**config.mk**
```make
export PLATFORM = sky130hd
export DESIGN_NAME = access_controller_p_flat
export DESIGN_NICKNAME = d
export VERILOG_FILES = /design/src/rtl/access_pkg.sv /design/src/rtl/access_controller_p_if.sv /design/src/rtl/pwd_rom_fetch.sv /design/src/rtl/access_controller_p.sv /design/src/flat_wrapper.sv
export SDC_FILE = /design/constraint.sdc
export NUM_CORES = 1
export LEC_CHECK = 0
export BUFFER_PORTS_ARGS = -buffer_cell sky130_fd_sc_hd__buf_2
export CORE_MARGIN = 1.5
export CORE_UTILIZATION = 35
export DETAILED_ROUTE_END_ITERATION = 16
export PLACE_DENSITY = 0.59
export RECOVER_POWER = 100
export SYNTH_ARGS = -nofsm -noshare
export SYNTH_HDL_FRONTEND = slang
export SYNTH_SLANG_ARGS = --single-unit
export TNS_END_PERCENT = 10
```
**constraint.sdc**
```tcl
create_clock -name clk -period 4.9 [get_ports clk]
set_input_delay 0.735 -clock clk [delete_from_list [all_inputs] [get_ports clk]]
set_output_delay 0.735 -clock clk [all_outputs]
set_load 0.05 [all_outputs]
```
**src/rtl/access_pkg.sv**
```systemverilog
// Shared types, default widths and width helper for the access controller.
package access_pkg;

   localparam int DEF_DIGIT_W     = 4;
   localparam int DEF_NUM_DIGITS  = 4;
   localparam int DEF_NUM_USERS   = 4;
   localparam int DEF_ROM_LAT     = 2;
   localparam int DEF_MAX_FAIL    = 3;
   localparam int DEF_LOCK_CYCLES = 1024;

   // Controller states; C_FETCH covers the whole ISSUE/WAIT/CAPTURE walk.
   typedef enum logic [2:0] {
      C_ENTER  = 3'd0,
      C_FETCH  = 3'd1,
      C_DECIDE = 3'd2,
      C_GRANT  = 3'd3,
      C_LOCKED = 3'd4
   } ctl_e;

   typedef enum logic [1:0] {
      F_IDLE    = 2'd0,
      F_ISSUE   = 2'd1,
      F_WAIT    = 2'd2,
      F_CAPTURE = 2'd3
   } fetch_e;

   // ceil(log2(v)), never below 1 so single-entry fields still get a bit.
   function automatic int clog2(input int v);
      int r;
      r = 1;
      for (int i = 1; i < 31; i++)
         if ((1 << r) < v) r = r + 1;
      return r;
   endfunction

endpackage

```
**src/rtl/access_controller_p_if.sv**
```systemverilog
// Keypad / ROM / LED bundle between the front end (master) and the controller (slave).
interface access_controller_p_if
   import access_pkg::*;
#(
   parameter int DIGIT_W    = DEF_DIGIT_W,
   parameter int NUM_DIGITS = DEF_NUM_DIGITS,
   parameter int NUM_USERS  = DEF_NUM_USERS,
   parameter int MAX_FAIL   = DEF_MAX_FAIL
) ();
   localparam int UW = clog2(NUM_USERS);
   localparam int AW = clog2(NUM_USERS * NUM_DIGITS);
   localparam int FW = clog2(MAX_FAIL + 1);

   logic [DIGIT_W-1:0] pass_inp;
   logic               load_pass_number;
   logic [UW-1:0]      user_sel;
   logic               log_out;
   logic [AW-1:0]      rom_addr;
   logic [DIGIT_W-1:0] rom_data;
   logic               gled;
   logic               rled;
   logic [DIGIT_W-1:0] pwd_disp;
   logic [FW-1:0]      fail_cnt;
   logic               locked;

   modport master (
      output pass_inp, load_pass_number, user_sel, log_out, rom_data,
      input  rom_addr, gled, rled, pwd_disp, fail_cnt, locked
   );

   modport slave (
      input  pass_inp, load_pass_number, user_sel, log_out, rom_data,
      output rom_addr, gled, rled, pwd_disp, fail_cnt, locked
   );
endinterface

```
**src/rtl/pwd_rom_fetch.sv**
```systemverilog
// Walks all stored digits of one user through the synchronous ROM and folds
// the per-digit compares into a single match; done/match are valid in the last CAPTURE.
module pwd_rom_fetch
   import access_pkg::*;
#(
   parameter int DIGIT_W    = DEF_DIGIT_W,
   parameter int NUM_DIGITS = DEF_NUM_DIGITS,
   parameter int ROM_LAT    = DEF_ROM_LAT,
   parameter int AW         = 4
) (
   input  logic                                clk,
   input  logic                                rst,
   input  logic                                start,
   input  logic                                clr,
   input  logic [AW-1:0]                       base,
   input  logic [NUM_DIGITS-1:0][DIGIT_W-1:0]  pwd_buf,
   input  logic [DIGIT_W-1:0]                  rom_data,
   output logic [AW-1:0]                       rom_addr,
   output logic                                done,
   output logic                                match
);
   localparam int IW = clog2(NUM_DIGITS);
   localparam int LW = clog2(ROM_LAT);
   localparam logic [IW-1:0] LAST_IDX = IW'(NUM_DIGITS - 1);
   localparam logic [LW-1:0] LAT_LAST = LW'(ROM_LAT - 1);

   fetch_e        fst_q, fst_d;
   logic [IW-1:0] fidx_q, fidx_d;
   logic [LW-1:0] lat_q, lat_d;
   logic          acc_q, acc_d;
   logic [AW-1:0] addr_q, addr_d;

   assign done     = (fst_q == F_CAPTURE) && (fidx_q == LAST_IDX);
   assign match    = acc_q && (rom_data == pwd_buf[fidx_q]);
   assign rom_addr = addr_q;

   always_comb begin
      fst_d  = fst_q;
      fidx_d = fidx_q;
      lat_d  = lat_q;
      acc_d  = acc_q;
      addr_d = addr_q;
      case (fst_q)
         F_IDLE: if (start) begin
            fst_d  = F_ISSUE;
            fidx_d = '0;
            acc_d  = 1'b1;
         end
         F_ISSUE: begin
            addr_d = base + AW'(fidx_q);
            lat_d  = '0;
            fst_d  = F_WAIT;
         end
         F_WAIT: begin
            if (lat_q == LAT_LAST) fst_d = F_CAPTURE;
            else                   lat_d = lat_q + 1'b1;
         end
         F_CAPTURE: begin
            // keep fetching after a mismatch so timing never leaks the data
            acc_d = match;
            if (done) begin
               fst_d = F_IDLE;
            end else begin
               fidx_d = fidx_q + 1'b1;
               fst_d  = F_ISSUE;
            end
         end
         default: fst_d = F_IDLE;
      endcase
      if (clr) begin
         fst_d  = F_IDLE;
         addr_d = '0;
      end
   end

   always_ff @(posedge clk) begin
      if (rst) begin
         fst_q  <= F_IDLE;
         fidx_q <= '0;
         lat_q  <= '0;
         acc_q  <= 1'b0;
         addr_q <= '0;
      end else begin
         fst_q  <= fst_d;
         fidx_q <= fidx_d;
         lat_q  <= lat_d;
         acc_q  <= acc_d;
         addr_q <= addr_d;
      end
   end
endmodule

```
**src/rtl/access_controller_p.sv**
```systemverilog
// Multi-user keypad access controller comparing entered digits against an external ROM.
// Optional consecutive-failure lockout: define ACCESS_LOCKOUT_EN.
module access_controller_p
   import access_pkg::*;
#(
   parameter int DIGIT_W     = DEF_DIGIT_W,
   parameter int NUM_DIGITS  = DEF_NUM_DIGITS,
   parameter int NUM_USERS   = DEF_NUM_USERS,
   parameter int ROM_LAT     = DEF_ROM_LAT,
   parameter int MAX_FAIL    = DEF_MAX_FAIL,
   parameter int LOCK_CYCLES = DEF_LOCK_CYCLES
) (
   input  logic                  clk,
   input  logic                  rst,
   access_controller_p_if.slave  bus
);
   localparam int UW = clog2(NUM_USERS);
   localparam int AW = clog2(NUM_USERS * NUM_DIGITS);
   localparam int FW = clog2(MAX_FAIL + 1);
   localparam int IW = clog2(NUM_DIGITS);
   localparam logic [IW-1:0] LAST_IDX = IW'(NUM_DIGITS - 1);
   localparam logic [FW-1:0] FAIL_SAT = FW'(MAX_FAIL);

   if (NUM_DIGITS < 1 || NUM_USERS < 1 || ROM_LAT < 1 || MAX_FAIL < 1 || LOCK_CYCLES < 1) begin : g_param_chk
      $error("access_controller_p: parameter out of range");
   end

   ctl_e                              st_q, st_d;
   logic [IW-1:0]                     idx_q, idx_d;
   logic [UW-1:0]                     user_q, user_d;
   logic [NUM_DIGITS-1:0][DIGIT_W-1:0] buf_q, buf_d;
   logic [DIGIT_W-1:0]                disp_q, disp_d;
   logic                              gled_q, gled_d;
   logic                              rled_q, rled_d;
   logic [FW-1:0]                     fail_q, fail_d;
   logic                              match_q, match_d;

   logic          st_bad, fetch_start, fetch_clr, fetch_done, fetch_match;
   logic [AW-1:0] fetch_base;
   logic [FW-1:0] fail_inc;

   assign fetch_start = (st_q == C_ENTER) && bus.load_pass_number && (idx_q == LAST_IDX);
   assign fetch_clr   = ((st_q == C_GRANT) && bus.log_out) || st_bad;
   assign fetch_base  = AW'(user_q * NUM_DIGITS);
   assign fail_inc    = (fail_q == FAIL_SAT) ? fail_q : fail_q + 1'b1;

   pwd_rom_fetch #(
      .DIGIT_W    (DIGIT_W),
      .NUM_DIGITS (NUM_DIGITS),
      .ROM_LAT    (ROM_LAT),
      .AW         (AW)
   ) u_fetch (
      .clk      (clk),
      .rst      (rst),
      .start    (fetch_start),
      .clr      (fetch_clr),
      .base     (fetch_base),
      .pwd_buf  (buf_q),
      .rom_data (bus.rom_data),
      .rom_addr (bus.rom_addr),
      .done     (fetch_done),
      .match    (fetch_match)
   );

`ifdef ACCESS_LOCKOUT_EN
   localparam int CW = clog2(LOCK_CYCLES);
   localparam logic [CW-1:0] LOCK_LAST = CW'(LOCK_CYCLES - 1);
   logic          locked_q, locked_d;
   logic [CW-1:0] lock_cnt_q, lock_cnt_d;
   assign st_bad     = !(st_q inside {C_ENTER, C_FETCH, C_DECIDE, C_GRANT, C_LOCKED});
   assign bus.locked = locked_q;
`else
   assign st_bad     = !(st_q inside {C_ENTER, C_FETCH, C_DECIDE, C_GRANT});
   assign bus.locked = 1'b0;
`endif

   always_comb begin
      st_d    = st_q;
      idx_d   = idx_q;
      user_d  = user_q;
      buf_d   = buf_q;
      disp_d  = disp_q;
      gled_d  = gled_q;
      rled_d  = rled_q;
      fail_d  = fail_q;
      match_d = match_q;
`ifdef ACCESS_LOCKOUT_EN
      locked_d   = locked_q;
      lock_cnt_d = lock_cnt_q;
`endif
      case (st_q)
         C_ENTER: if (bus.load_pass_number) begin
            buf_d[idx_q] = bus.pass_inp;
            disp_d       = bus.pass_inp;
            if (idx_q == '0) user_d = bus.user_sel;
            if (idx_q == LAST_IDX) begin
               idx_d = '0;
               st_d  = C_FETCH;
            end else begin
               idx_d = idx_q + 1'b1;
            end
         end
         C_FETCH: if (fetch_done) begin
            match_d = fetch_match;
            st_d    = C_DECIDE;
         end
         C_DECIDE: begin
            if (match_q) begin
               gled_d = 1'b1;
               rled_d = 1'b0;
               fail_d = '0;
               st_d   = C_GRANT;
            end else begin
               fail_d = fail_inc;
               idx_d  = '0;
               st_d   = C_ENTER;
`ifdef ACCESS_LOCKOUT_EN
               if (fail_inc == FAIL_SAT) begin
                  st_d       = C_LOCKED;
                  locked_d   = 1'b1;
                  lock_cnt_d = '0;
               end
`endif
            end
         end
         C_GRANT: if (bus.log_out) begin
            gled_d = 1'b0;
            rled_d = 1'b1;
            disp_d = '1;
            buf_d  = '0;
            idx_d  = '0;
            st_d   = C_ENTER;
         end
`ifdef ACCESS_LOCKOUT_EN
         C_LOCKED: begin
            if (lock_cnt_q == LOCK_LAST) begin
               locked_d = 1'b0;
               fail_d   = '0;
               st_d     = C_ENTER;
            end else begin
               lock_cnt_d = lock_cnt_q + 1'b1;
            end
         end
`endif
         default: begin
            // corrupted encoding: fall back to the reset image
            st_d    = C_ENTER;
            idx_d   = '0;
            user_d  = '0;
            buf_d   = '0;
            disp_d  = '1;
            gled_d  = 1'b0;
            rled_d  = 1'b1;
            fail_d  = '0;
            match_d = 1'b0;
`ifdef ACCESS_LOCKOUT_EN
            locked_d   = 1'b0;
            lock_cnt_d = '0;
`endif
         end
      endcase
   end

   always_ff @(posedge clk) begin
      if (rst) begin
         st_q    <= C_ENTER;
         idx_q   <= '0;
         user_q  <= '0;
         buf_q   <= '0;
         disp_q  <= '1;
         gled_q  <= 1'b0;
         rled_q  <= 1'b1;
         fail_q  <= '0;
         match_q <= 1'b0;
`ifdef ACCESS_LOCKOUT_EN
         locked_q   <= 1'b0;
         lock_cnt_q <= '0;
`endif
      end else begin
         st_q    <= st_d;
         idx_q   <= idx_d;
         user_q  <= user_d;
         buf_q   <= buf_d;
         disp_q  <= disp_d;
         gled_q  <= gled_d;
         rled_q  <= rled_d;
         fail_q  <= fail_d;
         match_q <= match_d;
`ifdef ACCESS_LOCKOUT_EN
         locked_q   <= locked_d;
         lock_cnt_q <= lock_cnt_d;
`endif
      end
   end

   assign bus.gled     = gled_q;
   assign bus.rled     = rled_q;
   assign bus.pwd_disp = disp_q;
   assign bus.fail_cnt = fail_q;
endmodule

```
**src/flat_wrapper.sv**
```systemverilog
// flat-port wrapper written by rule: the top's interface ports become plain ports
module access_controller_p_flat import access_pkg::*;
#(
   parameter int DIGIT_W     = DEF_DIGIT_W,
   parameter int NUM_DIGITS  = DEF_NUM_DIGITS,
   parameter int NUM_USERS   = DEF_NUM_USERS,
   parameter int ROM_LAT     = DEF_ROM_LAT,
   parameter int MAX_FAIL    = DEF_MAX_FAIL,
   parameter int LOCK_CYCLES = DEF_LOCK_CYCLES
)
  (clk, rst, bus_pass_inp, bus_load_pass_number, bus_user_sel, bus_log_out, bus_rom_data, bus_rom_addr, bus_gled, bus_rled, bus_pwd_disp, bus_fail_cnt, bus_locked);
  access_controller_p_if #(.DIGIT_W(DIGIT_W), .NUM_DIGITS(NUM_DIGITS), .NUM_USERS(NUM_USERS), .MAX_FAIL(MAX_FAIL)) bus_i ();
  input  logic clk;
  input  logic rst;
  input wire logic [$bits(bus_i.pass_inp)-1:0] bus_pass_inp;
  input wire logic [$bits(bus_i.load_pass_number)-1:0] bus_load_pass_number;
  input wire logic [$bits(bus_i.user_sel)-1:0] bus_user_sel;
  input wire logic [$bits(bus_i.log_out)-1:0] bus_log_out;
  input wire logic [$bits(bus_i.rom_data)-1:0] bus_rom_data;
  output wire logic [$bits(bus_i.rom_addr)-1:0] bus_rom_addr;
  output wire logic [$bits(bus_i.gled)-1:0] bus_gled;
  output wire logic [$bits(bus_i.rled)-1:0] bus_rled;
  output wire logic [$bits(bus_i.pwd_disp)-1:0] bus_pwd_disp;
  output wire logic [$bits(bus_i.fail_cnt)-1:0] bus_fail_cnt;
  output wire logic [$bits(bus_i.locked)-1:0] bus_locked;
  assign bus_i.pass_inp = bus_pass_inp;
  assign bus_i.load_pass_number = bus_load_pass_number;
  assign bus_i.user_sel = bus_user_sel;
  assign bus_i.log_out = bus_log_out;
  assign bus_i.rom_data = bus_rom_data;
  assign bus_rom_addr = bus_i.rom_addr;
  assign bus_gled = bus_i.gled;
  assign bus_rled = bus_i.rled;
  assign bus_pwd_disp = bus_i.pwd_disp;
  assign bus_fail_cnt = bus_i.fail_cnt;
  assign bus_locked = bus_i.locked;
  access_controller_p #(.DIGIT_W(DIGIT_W), .NUM_DIGITS(NUM_DIGITS), .NUM_USERS(NUM_USERS), .ROM_LAT(ROM_LAT), .MAX_FAIL(MAX_FAIL), .LOCK_CYCLES(LOCK_CYCLES)) u_core (.clk(clk), .rst(rst), .bus(bus_i));
endmodule
```
Yosys cells after proc, flatten, opt, wreduce, memory -nomap -nowiden
Index checks and enable logic that the tools add are counted.

cells by class
  bitwise gates (word level) = 6
  reductions and logical operators = 30
  multiplexer cells = 47
  $add $sub $neg = 5
  magnitude comparators = 3
  eq/ne operators = 21

operators with widths
  operator               count
  $pmux W16 S3           1
  $mux W16               2
  $mux W2                13
  $bwmux W16             1
  $mux W4                4
  $pmux W2 S4            2
  $ne A2 B2 Y1 const B   7
  $mux W3                4
  $pmux W2 S2            3
  $pmux W3 S4            1
  $pmux W4 S3            1
  $reduce_and A3 Y1      4
  $eq A2 B2 Y1 const B   5
  $reduce_or A3 Y1       3
  $bmux W4 S2            1
  $demux W4 S2           1
  $mux W1                8
  $reduce_and A2 Y1      4
  $reduce_and A4 Y1      2
  $add A2 B1 Y2 const B  3
  $eq A3 B2 Y1 const B   2
  $logic_and A1 B1 Y1    6
  $lt A2 B3 Y1 const B   2
  $ne A2 B1 Y1 const B   3
  other kinds (17)       29

word-level totals
  output and inout bits = 13
  bits of input ports = 14
  register bits = 42
  logic and storage cells = 129

Logic depth before layout (Yosys ltp)
Gate-level depths: netlist of run 1.

  depth in word-level cells = 7
  depth in mapped cells = 8
  depth with buffers taken out = 6

Cells and area by module
From an unflattened synthesis of run 1, not the netlist that was laid out.

second synthesis, totals
  cell total of the unflattened synthesis = 262
  area total of the unflattened synthesis = 2502.4 um2

by module, submodules not included
  module               times used  area each (um2)  seq. area each (um2)  cells each
  access_controller_p  1           1720.4           620.6                 181
  pwd_rom_fetch        1           782.0            200.2                 81

Least setup slack after synthesis of run 1
No wires, ideal clock.

  kind = register to register
  from = register u_core.st_q[0]
  to = register u_core.st_q[0]
  library setup time = 0.128 ns
  setup slack = 3.045 ns
  stages on the path, launching flop included = 8
  required time = 4.772 ns
  path buffers = 1
  clock period less this slack = 1.855 ns
  arrival time = 1.727 ns
  path through = dfxtp_1 -> inv_1 -> ha_1 -> clkbuf_1 -> nor2b_1 -> nor4_1 -> mux2i_1 -> nor2_1

between the ends
  word-level cells in the longest chain between the ends = 3
  elaborated cells between the ends (all ways) = 10
  classes of those cells = eq/ne (7); mux (1); reduce/logical (2)

RTL lines
  element                                                        RTL line                    source
  start: declaration                                             access_controller_p.sv:28   ctl_e st_q, st_d;
  start signal: assignment                                       access_controller_p.sv:180  st_q <= st_d;
  $eq A3 B2 Y1, or another cell as far along                     access_controller_p.sv:91   case (st_q)
  $ne A2 B2 Y1 (no source line) or $ne A2 B1 Y1 (tied branches)  n/a
  $reduce_and A4 Y1 (no source line)                             n/a

Parallel ways exist; a longest one is shown, timed or not.
A chain may end at the register's enable or synchronous reset.

Worst setup path after layout of run 1
  from = register u_core.st_q[0]
  to = register u_core.buf_q[3] (netlist name)

between the ends
  word-level cells in the longest chain between the ends = 4
  elaborated cells between the ends (all ways) = 10
  classes of those cells = eq/ne (5); mux (1); bitwise (1); reduce/logical (3)

RTL lines
  element                                       RTL line                    source
  $eq A3 B2 Y1 or $eq A3 B1 Y1 (tied branches)  access_controller_p.sv:91
  $reduce_or A2 Y1 (no source line)             n/a
  $not A1 Y1 (no source line)                   n/a
  $reduce_and A3 Y1 (no source line)            n/a
  end signal: assignment                        access_controller_p.sv:183  buf_q <= buf_d;
  end: declaration                              access_controller_p.sv:31   logic [NUM_DIGITS-1:0][DIGIT_W-1:0] buf_q, buf_d;

Parallel ways exist; a longest one is shown, timed or not.

==> summary.txt, run 1 <==
=====================================================================================
Static leakage                                                               0.878 nW
CP Capture Type                                                                  flop
Max-slew violations                                                                21
Cell depth of the worst flop-to-flop path                                           6
Main area contributors after synthesis                                   sky130_fd_sc_hd__dfxtp_1 (38%), sky130_fd_sc_hd__ha_1 (10%), sky130_fd_sc_hd__mux2i_1 (6.5%), sky130_fd_sc_hd__a21oi_1 (5.8%), sky130_fd_sc_hd__nand4_1 (4.6%)
Number of standard cells in the layout, taps in and fillers out                   342
Number of warning messages in the yosys log                                         0
Maximum fanout along the worst path                                                27
Post-CTS setup repair buffer count                                                  0
Setup Total Neg Slack                                                            0 ns
Net Sw Frac                                                                     31.0%
Unique cell type count in the Yosys netlist                                        35
Die width                                                                     81.4 µm
Top library cells by usage in the layout, fill and taps aside            sky130_fd_sc_hd__dfxtp_1 (41), sky130_fd_sc_hd__a21oi_1 (25), sky130_fd_sc_hd__nor2_1 (23)
Diode insertion count for antenna repair                                            0
CTS hold repair buffers                                                             0
Count of routing violations after the opening detailed-route iteration            108
EDFF count, synth                                                                   0
Most used flip-flop cell after synthesis                                 sky130_fd_sc_hd__dfxtp_1
Number of I/O port buffers                                                         25
Drt via density                                                                  5.20
Post-synthesis cell area                                                     2150 µm²
Post-synth ARST share                                                              0%
Cell total after placement                                                        334
Net count, final                                                                  298
Routed WL                                                                     4720 µm
Largest area contributor in the synthesized netlist                      sky130_fd_sc_hd__dfxtp_1
Via count of the first global-routing pass                                       1640
Critical path startpoint category                                                flop
First-pass GRT wire length                                                    7950 µm
Most common cell after layout, fill and taps aside                       sky130_fd_sc_hd__dfxtp_1
Share of power burned in the clock network                                      27.6%
Portion of the post-synthesis area used by sequential elements                  38.1%
Aggregate global routing overflow                                                   0
Die extent in y                                                               81.4 µm
Net load switching power                                                     0.238 mW
Area inside the core boundary                                                5920 µm²
Part of the power in combinational logic                                        23.9%
Count of nets left with antenna violations after detail routing                     0
Skew final                                                                 0.00234 ns
Seq pwr share                                                                   48.5%
Hold Path Depth                                                                     2
Critical Setup Path Class                                                  reg -> reg
Class of the most critical hold timing path                                reg -> reg
CTS H-Tree Depth                                                                    2
Final setup violation count                                                         0
Final worst slack                                                             1.57 ns
Number of buffers on the longest clock path                                         2
Final period demand of the worst path                                         3.33 ns
Largest net degree at the start of global routing                                  31
GP Congestion                                                                   0.776
Initial Util                                                                    36.4%
Fraction of final layout cells sized beyond drive strength 1                    8.99%
Area Growth Syn to Fin                                                          10.6%
Rel. slew slack                                                                -32.7%
Ports placed on the boundary                                                       27
Number of CTS-inserted buffers                                                      5
Status                                                                   finished with violations
Full die area                                                                6630 µm²
GRT Overall Usage                                                               15.5%
Share of the core filled with cells in the final layout                         40.2%
Tcrit/Tclk final                                                                67.9%
Number of maximum-capacitance constraint violations                                 1
Sink count of the clock tree                                                       41
Clock slew at reported path FFs                                               0.07 ns
Via total after detailed routing                                                 1778
Final-layout fill cell count                                                      604
Worst path arrival time                                                       3.55 ns
DRC violations left                                                                 0
Post-synthesis average cell area                                             8.75 µm²
Routed length per placed instance                                             13.8 µm
Internal power                                                               0.531 mW
Clock tree from TritonCTS                                                        done
Number of rows in the core area                                                    28
Detailed-placement wirelength estimate                                        3450 µm
Total power density per cell area                                          323 nW/µm²
Flip-flop and latch count after synthesis                                          41
Count of final hold-check violations                                                0
Critical Path RT                                                              5.12 ns
Pre-CTS setup slack                                                           2.30 ns
Share of Yosys cell area claimed by the top area cell type                      38.1%
Number of gates resized after cts                                                   0
Clock Root Buffer                                                        sky130_fd_sc_hd__clkbuf_8
Pin slew with the least headroom to its limit                                 1.98 ns
First drt pass iteration count                                                      4
Post-synthesis instance total                                                     246
Syn Nets                                                                          278
Maximum vdd ir drop                                                          0.173 mV
Initial antenna violation count                                                     0
Setup repair after global routing missed its margin                                no
Fmax                                                                          301 MHz
Clock latency on the worst-skew pair                                          0.29 ns
Failing checks                                                           max-capacitance violations, max-slew violations
=====================================================================================
[per-stage QoR]
| stage | power (mW) | instance area (µm²) | hold WS [ns] |
|---|---|---|---|
| finish | 0.770 | 2380 | 0.452 |
| global route | 0.818 | 2380 | 0.473 |
| CTS | 0.777 | 2400 | 0.453 |
| detailed placement | 0.567 | 2320 | 0.444 |
| global placement | 0.565 | 2320 | 0.438 |
| floorplan | 0.525 | 2150 | 0.429 |
[kinds of logic after synthesis]
logic type,count (synthesis),share of synthesized area (%)
flip-flops,41,38.1
XOR/XNOR,3,1.22
AO/OA/AOI/OAI,52,14.2
buffers and inverters,25,4.88
AND/OR/NAND/NOR,88,20.7
adder cells (fa/ha/maj),18,10.5
other,1,0.174
multiplexers,18,10.2
[synth_stat cells, types with 2 or more instances]
master and count:
sky130_fd_sc_hd__a21o_1 3, sky130_fd_sc_hd__a21oi_1 25, sky130_fd_sc_hd__nor2_1 23, sky130_fd_sc_hd__xnor2_1 3
sky130_fd_sc_hd__dfxtp_1 41, sky130_fd_sc_hd__nand3b_1 4, sky130_fd_sc_hd__ha_1 18, sky130_fd_sc_hd__a211oi_1 3
sky130_fd_sc_hd__and2_1 4, sky130_fd_sc_hd__nand2b_1 2, sky130_fd_sc_hd__nand2_1 18, sky130_fd_sc_hd__nor2b_1 5
sky130_fd_sc_hd__nor3_1 5, sky130_fd_sc_hd__mux2i_1 14, sky130_fd_sc_hd__o21ai_0 12, sky130_fd_sc_hd__clkbuf_1 9
sky130_fd_sc_hd__o2111ai_1 4, sky130_fd_sc_hd__mux4_2 3, sky130_fd_sc_hd__nand3_1 7, sky130_fd_sc_hd__nand4_1 16
sky130_fd_sc_hd__inv_1 13
[area by class of cell]
class	instances	area (µm²)	share of cell area (%)
multi-input combinational	180	1230	51.6
sequential	41	821	34.5
timing repair buffer	25	110	4.62
tap	75	93.8	3.94
clock buffer	8	80.1	3.36
inverter	13	48.8	2.05
[final timing paths]
kind / from / endpoint / slack [ns]
setup / recovery: u_core.st_q[0]$_SDFFE_PP0P_ / u_core.buf_q[3]$_SDFFE_PP0P_ / 1.57
hold / removal: u_core.buf_q[8]$_SDFFE_PP0P_ / u_core.buf_q[8]$_SDFFE_PP0P_ / 0.45
setup reg to reg: u_core.st_q[0]$_SDFFE_PP0P_ / u_core.buf_q[3]$_SDFFE_PP0P_ / 1.57
hold reg to reg: u_core.buf_q[8]$_SDFFE_PP0P_ / u_core.buf_q[8]$_SDFFE_PP0P_ / 0.45
[registers in the layout (all words and copies together) (netlist names)]
name	flops
u_core.buf_q	16
u_core.bus.fail_cnt	2
u_core.bus.gled	1
u_core.bus.pwd_disp	4
u_core.bus.rled	1
u_core.idx_q	2
u_core.match_q	1
u_core.st_q	2
u_core.u_fetch.acc_q	1
u_core.u_fetch.fidx_q	2
u_core.u_fetch.fst_q	2
u_core.u_fetch.lat_q	1
u_core.u_fetch.rom_addr	4
u_core.user_q	2
[per-layer routing]
layer  share of wire, %  vias up  wire length (µm)  track usage, %
met2                 46       36              2190            23.9
met4                1.1        0                53            4.66
met5                  0        -                 0               0
met1                 49      828              2290            21.8
li1                   -      909                 -               -
met3                3.8        5               180            3.11
[power by group through the flow]
stage / logic [mW] / registers [mW] / clock network (mW)
floorplan: 0.136 / 0.389 / 0
global placement: 0.185 / 0.380 / 0
detailed placement: 0.185 / 0.381 / 0
CTS: 0.186 / 0.373 / 0.218
global route: 0.206 / 0.377 / 0.234
finish: 0.184 / 0.373 / 0.212
[worst max-delay path, cell delays in order (launching register included)]
cell and delay, ns:
sky130_fd_sc_hd__dfxtp_1 0.42, sky130_fd_sc_hd__inv_1 0.12, sky130_fd_sc_hd__ha_1 0.52, sky130_fd_sc_hd__nor2b_1 0.28, sky130_fd_sc_hd__nor3_1 1.48, sky130_fd_sc_hd__nand4_1 0.24, sky130_fd_sc_hd__a21oi_1 0.21
No activity file was read; power rests on OpenSTA's default activity.
==> run 2: changes to the inputs <==
Settings changed: ABC_AREA from default to 1.
Clock period 4.9 ns to 3.3 ns, I/O delays scaled along.
==> summary.txt, run 2 <==
=====================================================================================
Tcrit/Tclk final                                                                72.8%
Number of buffers on the longest clock path                                         2
Most used flip-flop cell after synthesis                                 sky130_fd_sc_hd__dfxtp_1
Critical Setup Path Class                                                  reg -> reg
Final period demand of the worst path                                         2.40 ns
Post-CTS setup repair buffer count                                                  0
Post-synthesis average cell area                                             7.29 µm²
CP Capture Type                                                                  flop
Number of warning messages in the yosys log                                         0
Clock Root Buffer                                                        sky130_fd_sc_hd__clkbuf_8
FF-to-FF setup slack                                                          0.90 ns
Full die area                                                                6560 µm²
Area inside the core boundary                                                5890 µm²
Diode insertion count for antenna repair                                            0
Unique cell type count in the Yosys netlist                                        29
Count of final hold-check violations                                                0
Top library cells by usage in the layout, fill and taps aside            sky130_fd_sc_hd__nand2_1 (93), sky130_fd_sc_hd__dfxtp_1 (41), sky130_fd_sc_hd__a21oi_1 (35)
Timing startpoint of the critical path                                   u_core.st_q[0]$_SDFFE_PP0P_
Main area contributors after synthesis                                   sky130_fd_sc_hd__dfxtp_1 (39%), sky130_fd_sc_hd__nand2_1 (16%), sky130_fd_sc_hd__ha_1 (11%), sky130_fd_sc_hd__a21oi_1 (8.0%), sky130_fd_sc_hd__nand3_1 (5.2%)
Detailed-placement wirelength estimate                                        3460 µm
Most flops, register                                                     u_core.buf_q
First-pass GRT wire length                                                    7930 µm
GP Congestion                                                                   0.872
Initial antenna violation count                                                     0
Largest net degree at the start of global routing                                  25
Post-synth ARST share                                                              0%
DRC violations left                                                                 0
Total power density per cell area                                          858 nW/µm²
EDFF count, synth                                                                   0
Ports placed on the boundary                                                       27
Die extent in y                                                                 81 µm
CTS hold repair buffers                                                             0
Fmax                                                                          416 MHz
First drt pass iteration count                                                      4
Max incr delay on CP                                                          0.39 ns
Most used standard cells in the synthesized netlist                      sky130_fd_sc_hd__nand2_1 (91), sky130_fd_sc_hd__dfxtp_1 (41), sky130_fd_sc_hd__a21oi_1 (34), sky130_fd_sc_hd__inv_1 (25), sky130_fd_sc_hd__nand3_1 (22)
GRT Overall Usage                                                               15.6%
Drt via density                                                                  4.70
Count of nets left with antenna violations after detail routing                     0
Max FFs per register                                                               16
Max-slew violations                                                                 0
Largest area contributor in the synthesized netlist                      sky130_fd_sc_hd__dfxtp_1
Static leakage                                                               0.993 nW
CTS H-Tree Depth                                                                    2
Portion of the post-synthesis area used by sequential elements                  38.5%
Number of standard cells in the layout, taps in and fillers out                   393
Count of routing violations after the opening detailed-route iteration             83
Post-synthesis instance total                                                     292
Area Growth Syn to Fin                                                          11.3%
Critical path startpoint category                                                flop
Setup Total Neg Slack                                                            0 ns
Final worst slack                                                            0.898 ns
Share of Yosys cell area claimed by the top area cell type                      38.5%
Pre-CTS setup slack                                                           1.32 ns
Net count, final                                                                  349
Most frequent cell after synthesis                                       sky130_fd_sc_hd__nand2_1
Skew final                                                                 0.00685 ns
Rel. slew slack                                                                 25.1%
Clock slew at reported path FFs                                               0.08 ns
Number of maximum-capacitance constraint violations                                 0
Initial Util                                                                    36.2%
Flip-flop and latch count after synthesis                                          41
Worst Hold Launch                                                        u_core.bus.pwd_disp[2]$_SDFFE_PP1P_
Pin slew with the least headroom to its limit                                 1.12 ns
Via total after detailed routing                                                 1848
Routed length per placed instance                                             11.7 µm
Post-synthesis cell area                                                     2130 µm²
Aggregate global routing overflow                                                   0
Number of CTS-inserted buffers                                                      5
Number of rows in the core area                                                    28
Clock latency on the worst-skew pair                                          0.29 ns
Clock tree from TritonCTS                                                        done
Standard cell with the maximum stage delay on the critical path          sky130_fd_sc_hd__dfxtp_1
Cell total after placement                                                        385
Final setup violation count                                                         0
Hold slack                                                                   0.460 ns
Most common cell after layout, fill and taps aside                       sky130_fd_sc_hd__nand2_1
Maximum vdd ir drop                                                          0.403 mV
Sequence of cells on the critical path                                   inv_1 -> ha_1 -> inv_1 -> or2_0 -> nand2_1 -> nor2_8 -> inv_6 -> nor3_1 -> nand2_1 -> a21oi_1
Worst path arrival time                                                       2.62 ns
Fraction of final layout cells sized beyond drive strength 1                    7.23%
Sink count of the clock tree                                                       41
Syn Nets                                                                          324
Class of the most critical hold timing path                                reg -> reg
Number of I/O port buffers                                                         25
Launching point of the worst reg2reg path                                u_core.st_q[0]$_SDFFE_PP0P_
Final-layout fill cell count                                                      641
Setup repair after global routing missed its margin                                no
Status                                                                   finished, final reports clean
Maximum fanout along the worst path                                                11
Number of gates resized after cts                                                   0
Critical Path RT                                                              3.51 ns
Die width                                                                       81 µm
Routed WL                                                                     4580 µm
Total chip power                                                              2.03 mW
Via count of the first global-routing pass                                       1740
=====================================================================================
run 2: per-layer routing:
layer	wire (µm)	part of all wire (%)	vias up	track usage, %
li1	-	-	989	-
met1	2330	51	816	20.9
met2	2010	44	36	24.5
met3	170	3.7	7	3.26
met4	72	1.6	0	5.69
met5	0	0	-	0
run 2: power breakdown:
part | switching (mW) | total [mW] | internal, mW | leakage, nW
Clock | 0.174 | 0.421 | 0.247 | 0.0585
Sequential | 0.0719 | 0.682 | 0.610 | 0.334
Combinational | 0.656 | 0.931 | 0.275 | 0.600
Total | 0.902 | 2.03 | 1.13 | 0.993
run 2: stage by stage:
step                      util [%]  cell area [µm²]
after detailed placement      39.2             2310
after global routing          40.3             2370
after CTS                     41.2             2420
after floorplan                  -             2130
final                         40.3             2370
after global placement        39.2             2310
run 2: critical path, delay by kind of cell (launching register included):
kind                       cells  cell delay, ns
and+or+nand+nor                5            0.98
buffers and inverters          3            0.48
DFF                            1            0.39
adders and majority gates      1            0.32
AOI/OAI and AO/OA              1            0.14
run 2: cell type report:
| cell class | count | area [µm²] | share of cell area, % |
|---|---|---|---|
| repair buffers | 25 | 109 | 4.59 |
| inverters | 28 | 110 | 4.64 |
| flip-flops and latches | 41 | 821 | 34.6 |
| well taps | 75 | 93.8 | 3.96 |
| clock inverters | 1 | 30.0 | 1.27 |
| clock buffers | 7 | 86.3 | 3.64 |
| multi-input cells | 216 | 1120 | 47.3 |
run 2: cells by family (layout without fill, tap and decap cells):
kind of cell,count (synthesis),in the layout,synth area share [%]
other cells,1,1,0.176
flops,41,41,38.5
simple gates,140,140,29.0
compound gates,56,56,14.2
fa+ha+maj,18,18,10.6
buf+inv,35,61,7.17
xor+xnor,1,1,0.411
run 2: final timing paths:
kind                                               to  cells after the start
setup reg to reg         u_core.buf_q[0]$_SDFFE_PP0P_                     10
setup / recovery         u_core.buf_q[0]$_SDFFE_PP0P_                     10
hold reg to reg   u_core.bus.pwd_disp[2]$_SDFFE_PP1P_                      2
hold / removal    u_core.bus.pwd_disp[2]$_SDFFE_PP1P_                      2
